===== config.mk =====
export PLATFORM = sky130hd
export DESIGN_NAME = switch_output_scheduler
export DESIGN_NICKNAME = d
export VERILOG_FILES = /design/src/rtl/switch_output_scheduler.sv
export SDC_FILE = /design/constraint.sdc
export NUM_CORES = 1
export LEC_CHECK = 0
export BUFFER_PORTS_ARGS = -buffer_cell sky130_fd_sc_hd__buf_4
export CORE_UTILIZATION = 31
export CTS_CLUSTER_SIZE = 16
export DETAILED_ROUTE_END_ITERATION = 8
export GPL_TIMING_DRIVEN = 0
export HOLD_SLACK_MARGIN = 0.08
export PLACE_DENSITY_LB_ADDON = 0.15
export SETUP_SLACK_MARGIN = 0.3
export SLEW_MARGIN = 20
export SYNTH_ARGS = -nofsm -noshare
export SYNTH_HDL_FRONTEND = slang
export SYNTH_SLANG_ARGS = --single-unit
export TNS_END_PERCENT = 20

===== constraint.sdc =====
create_clock -name clock -period 1.2 [get_ports clock]
set_input_delay 0 -clock clock [delete_from_list [all_inputs] [get_ports clock]]
set_output_delay 0 -clock clock [all_outputs]
set_load 0.03 [all_outputs]

===== src/rtl/switch_output_scheduler.sv =====
// switch_output_scheduler: round-robin packet scheduler sharing one egress port among four ingress streams.
// Optional length limit enabled by defining SWITCH_SCHED_MAX_BEATS_EN.
module switch_output_scheduler #(
  parameter int DATA_W    = 32,
  parameter int MAX_BEATS = 64
) (
  input  logic                clock,
  input  logic                reset,
  input  logic [3:0]          in_valid,
  input  logic [4*DATA_W-1:0] in_data,
  input  logic [3:0]          in_last,
  output logic [3:0]          in_ready,
  output logic                out_valid,
  output logic [DATA_W-1:0]   out_data,
  output logic                out_last,
  input  logic                out_ready,
  output logic [3:0]          grant,
  output logic                trunc
);
`ifdef SWITCH_SCHED_MAX_BEATS_EN
  localparam bit LIMIT = 1'b1;
`else
  localparam bit LIMIT = 1'b0;
`endif
  typedef enum logic {IDLE, XFER} state_t;
  state_t     state;
  logic [1:0] ptr, owner, sel;
  logic [7:0] cnt;
  logic       xfer, beat, cap;
  assign xfer = state == XFER;
  // lowest rotation offset from ptr wins
  always_comb begin
    sel = ptr;
    for (int k = 3; k >= 0; k--)
      if (in_valid[ptr + 2'(k)]) sel = ptr + 2'(k);
  end
  assign cap       = LIMIT && xfer && cnt == 8'(MAX_BEATS - 1) && !in_last[owner];
  assign out_valid = xfer && in_valid[owner];
  assign out_data  = xfer ? in_data[owner*DATA_W +: DATA_W] : '0;
  assign out_last  = xfer && (in_last[owner] || cap);
  assign in_ready  = xfer ? 4'(out_ready) << owner : 4'b0;
  assign beat      = out_valid && out_ready;
  assign trunc     = beat && cap;
  always_ff @(posedge clock or posedge reset) begin
    if (reset) begin
      state <= IDLE;
      ptr   <= '0;
      owner <= '0;
      cnt   <= '0;
      grant <= '0;
    end else if (!xfer) begin
      if (|in_valid) begin
        state <= XFER;
        owner <= sel;
        grant <= 4'b1 << sel;
        cnt   <= '0;
      end
    end else if (beat) begin
      cnt <= cnt + 8'd1;
      if (out_last) begin
        state <= IDLE;
        ptr   <= owner + 2'd1;
        grant <= '0;
      end
    end
  end
endmodule


==> results.md <==
Die:
- The core region is 4786 um^2.
- The die boundary height is 73.06 um.
- In this run the count of I/O pins placed on the die edge is 182.
- The initialized floorplan defines 25 standard-cell rows.
- Once the floorplan was initialized, standard cells occupied 32.71% of the core.
- From left edge to right edge, the die measures 73.06 um.
- The die outline area is 5337 um^2.

Routing:
- The detail-routed net length per standard cell is 17.68 um.
- Before antenna repair, the detailed router went through 4 iterations.
- Summed over all layers, the routed wires come to 7071 um.
- The via count is 1994.
- The number of antenna-violating nets in the routed design is 0.
- Dividing the detail-routed via count by the number of cells gives 4.985.
- After detailed routing, the number of remaining DRC violations is 0.
- The iteration-0 DRC count of the detailed router is 63.

Logic synthesis:
- The share of synthesized area in the top cell type comes to 48.92%.
- The post-synthesis sequential element count is 9.
- In this run the mean area of a mapped cell was 11.18 um^2.
- The number of cells produced by synthesis is 140.
- By area the synthesized netlist is led by sky130_fd_sc_hd__mux4_2, sky130_fd_sc_hd__dfrtp_1, sky130_fd_sc_hd__and2_1, sky130_fd_sc_hd__buf_2, sky130_fd_sc_hd__nand3_1.
- The async set-or-reset flop fraction in the synthesized netlist is 100.0%.
- The fraction of the yosys area taken by sequential cells is 14.39%.
- The cell area after technology mapping is 1565 um^2.
- Counting every net in the synthesized netlist gives 279.
- Of all cell types, the one taking the most synthesized area is sky130_fd_sc_hd__mux4_2.
- The number of flops mapped to enable cells by yosys is 0.
- The number of different library cells used by synthesis comes to 29.
- The most used flip-flop cell after synthesis is sky130_fd_sc_hd__dfrtp_1.
- Ranked by instance count, the synthesized netlist is headed by sky130_fd_sc_hd__and2_1, sky130_fd_sc_hd__mux4_2, sky130_fd_sc_hd__dfrtp_1.
- During synthesis, Yosys emitted a total of 0 warnings.

Cells and area:
- The number of antenna diodes in the final layout is 0.
- The multi-input combinational cell area is 1344 um^2.
- From synthesis to final layout, the design area changed by 123.3%.
- Once layout is complete, the cells apart from fillers number 400.
- The fill cell instance count of the final layout is 369.
- The fraction of final layout cells with drive strength greater than 1 is 84.38%.
- Across the whole layout, storage elements account for 227.7 um^2.
- The final layout contains 473 nets.

Clock network:
- The clock net sink count is 9.
- The later-pin clock latency in the skew report is 0.24 ns.
- TritonCTS built the clock tree.
- CTS built an H-tree with a depth of 1.
- The buffer depth of the longest clock path is 2.
- After clock tree synthesis, the clock-pin slew on the worst setup and hold paths is 0.05 ns.
- The root cell of the clock tree is sky130_fd_sc_hd__clkbuf_8.
- In this run, CTS created clock tree buffers numbering 3.

Worst setup path:
- The cell at the slowest stage of the critical path is sky130_fd_sc_hd__mux4_2.
- Walking the worst path, the cells encountered are buf_6 -> buf_12 -> mux4_2 -> and2_4 -> buf_6.
- For this run, the slowest stage of the critical path takes 0.52 ns.
- The required time at the worst-slack endpoint is 1.20 ns.
- Data on the critical path arrives at its endpoint at 1.76 ns.
- The category of the worst setup path capture point is an output pin.
- Grouping stages by cell kind, the critical path spends the most delay in multiplexers.
- The type of the worst setup path is reg -> out.
- The number of buffers and inverters on the critical path is 3.
- The setup slack of the most critical reg-to-reg path is -0.30 ns.
- Along the worst path, the maximum fanout reaches 5.
- The library cell appearing most often on the critical path is sky130_fd_sc_hd__buf_6.
- The kind of start point of the critical path is a flop.

Timing:
- Setup slack on the critical path of the routed design comes to -0.5627 ns.
- Timing would allow up to 0.5673 GHz.
- The smallest clock period supported by the final layout is computed as 1.763 ns.
- The max-slew violation count was 0.
- Setup violations remaining at the end of the flow were counted as 45.
- The final worst clock skew is 0.003789 ns.
- Setup repair after global routing could not meet its margin everywhere.
- Dividing the final minimum period by the clock period gives 146.9%.
- The number of hold violations in the final report is 0.

Power:
- The analysis attributes to cell leakage a power of 1.664 nW.
- IR analysis of the VDD net gives a maximum drop of 0.001330 V.
- The power per cell area is 2365 nW/um^2.

Placement:
- In this run, placement finished with an instance count of 387.
- The placed wire-length estimate after detailed placement is 5561 um.
- The worst slack after detailed placement is -0.4484 ns.
- The final weighted congestion in routability-driven placement is 0.7683.
- The number of I/O port buffers is 180.

Global route:
- The initial antenna violation count is 0.
- The first-pass GRT wire length is 10110 um.
- Global routing used 25.19% of the available tracks across all layers.
- The via count of the first global-routing pass is 1932.
- The remaining global-route overflow is 0.
- The maximum number of pins on one net before global-route repair is 11.

Job:
- The max capacitance violation total is 0.

Run status:
- The flow ran to the end, but the final reports show violations.
- The final reports fail on negative setup slack.

Worst hold path:
- The worst hold path belongs to the class in -> reg.
==> repair_timing <==
item                                   4_1_cts  5_1_grt
cloned                                       2        0
hold buffers                                 1        0
setup endpoints to repair                   47       47
pin swaps                                    6        4
resized for setup                           82       12
endpoints found under the hold margin        9        0
buffers inserted                             5        1
==> final timing paths <==
kind,startpoint,endpoint,cells after the start
setup reg to reg,owner[0],state,4
hold / removal,in_valid[1],state,3
max in group asynchronous,reset,owner[1],3
min in group asynchronous,reset,grant[1],3
hold reg to reg,grant[2],grant[2],2
setup / recovery,owner[0],out_data[7],5
==> cell usage in the layout, fill, tap and decap left out, drive strengths merged <==
master and count:
o21ai 6, a21boi 2, and2 34, mux4 34, nor2 4, a31oi 1, nor3 3, xnor2 1
nor4 1, nand2 5, o211a 1, or2 1, clkbuf 8, inv 5, a211o 1, buf 198
nand4 1, a21oi 1, dfrtp 9, o211ai 1, o31ai 4, conb 1, dlygate4sd3 1, nor2b 3
nand3 6, a21bo 1
==> flip-flops by register name (all words and copies together), names as in the netlist <==
signal / count
state: 1
owner: 2
grant: 4
ptr: 2
==> where the power goes <==
group / switching [W] / internal (W)
Clock: 0.000125 / 0.000232
Combinational: 0.00331 / 0.00402
Sequential: 0.000131 / 0.000435
==> per-layer routing <==
layer  vias to the layer above  wire length (um)  GRT usage [%]  share of wire [%]
li1                        928                 -              -                  -
met1                       962              2556          29.14                 36
met2                        86              3784          46.09                 54
met3                        18               554          4.834                7.8
met4                         0               176          8.715                2.5
met5                         -                 0              0                  0
==> cells by family after synthesis <==
family,count (synthesis),synth area share [%]
muxes,34,48.92
xor gates and xnor gates,1,0.5597
other,1,0.2396
buffers and inverters,19,7.034
and+or+nand+nor,58,21.02
DFF,9,14.39
AOI/OAI and AO/OA,18,7.835
==> final cells by class <==
type | instances | share of cell area [%]
Tap cell | 67 | 2.399
Timing Repair Buffer | 189 | 46.62
Clock buffer | 4 | 1.289
Inverter | 5 | 0.5371
Buffer | 14 | 4.189
Sequential cell | 9 | 6.516
Multi-Input combinational cell | 112 | 38.45
==> tightest hold or removal path: stages <==
cell and delay (ns):
sky130_fd_sc_hd__buf_4 0.11, sky130_fd_sc_hd__nor4_1 0.06, sky130_fd_sc_hd__a21boi_1 0.13
==> metrics by stage <==
stage / power, W / utilization [%] / hold WS [ns] / TNS (ns) / cell area [um^2]
floorplan: 0.004473 / - / -0.1721 / -6.692 / 1600
global placement: 0.006301 / 63.42 / -0.01497 / -14.45 / 3035
detailed placement: 0.006341 / 63.42 / -0.01121 / -14.99 / 3035
CTS: 0.008172 / 72.34 / 0.09783 / -20.54 / 3462
global route: 0.008632 / 73.02 / 0.1371 / -23.16 / 3495
finish: 0.008263 / 73.02 / 0.1006 / -20.32 / 3495
(Power assumes the default switching activity.)
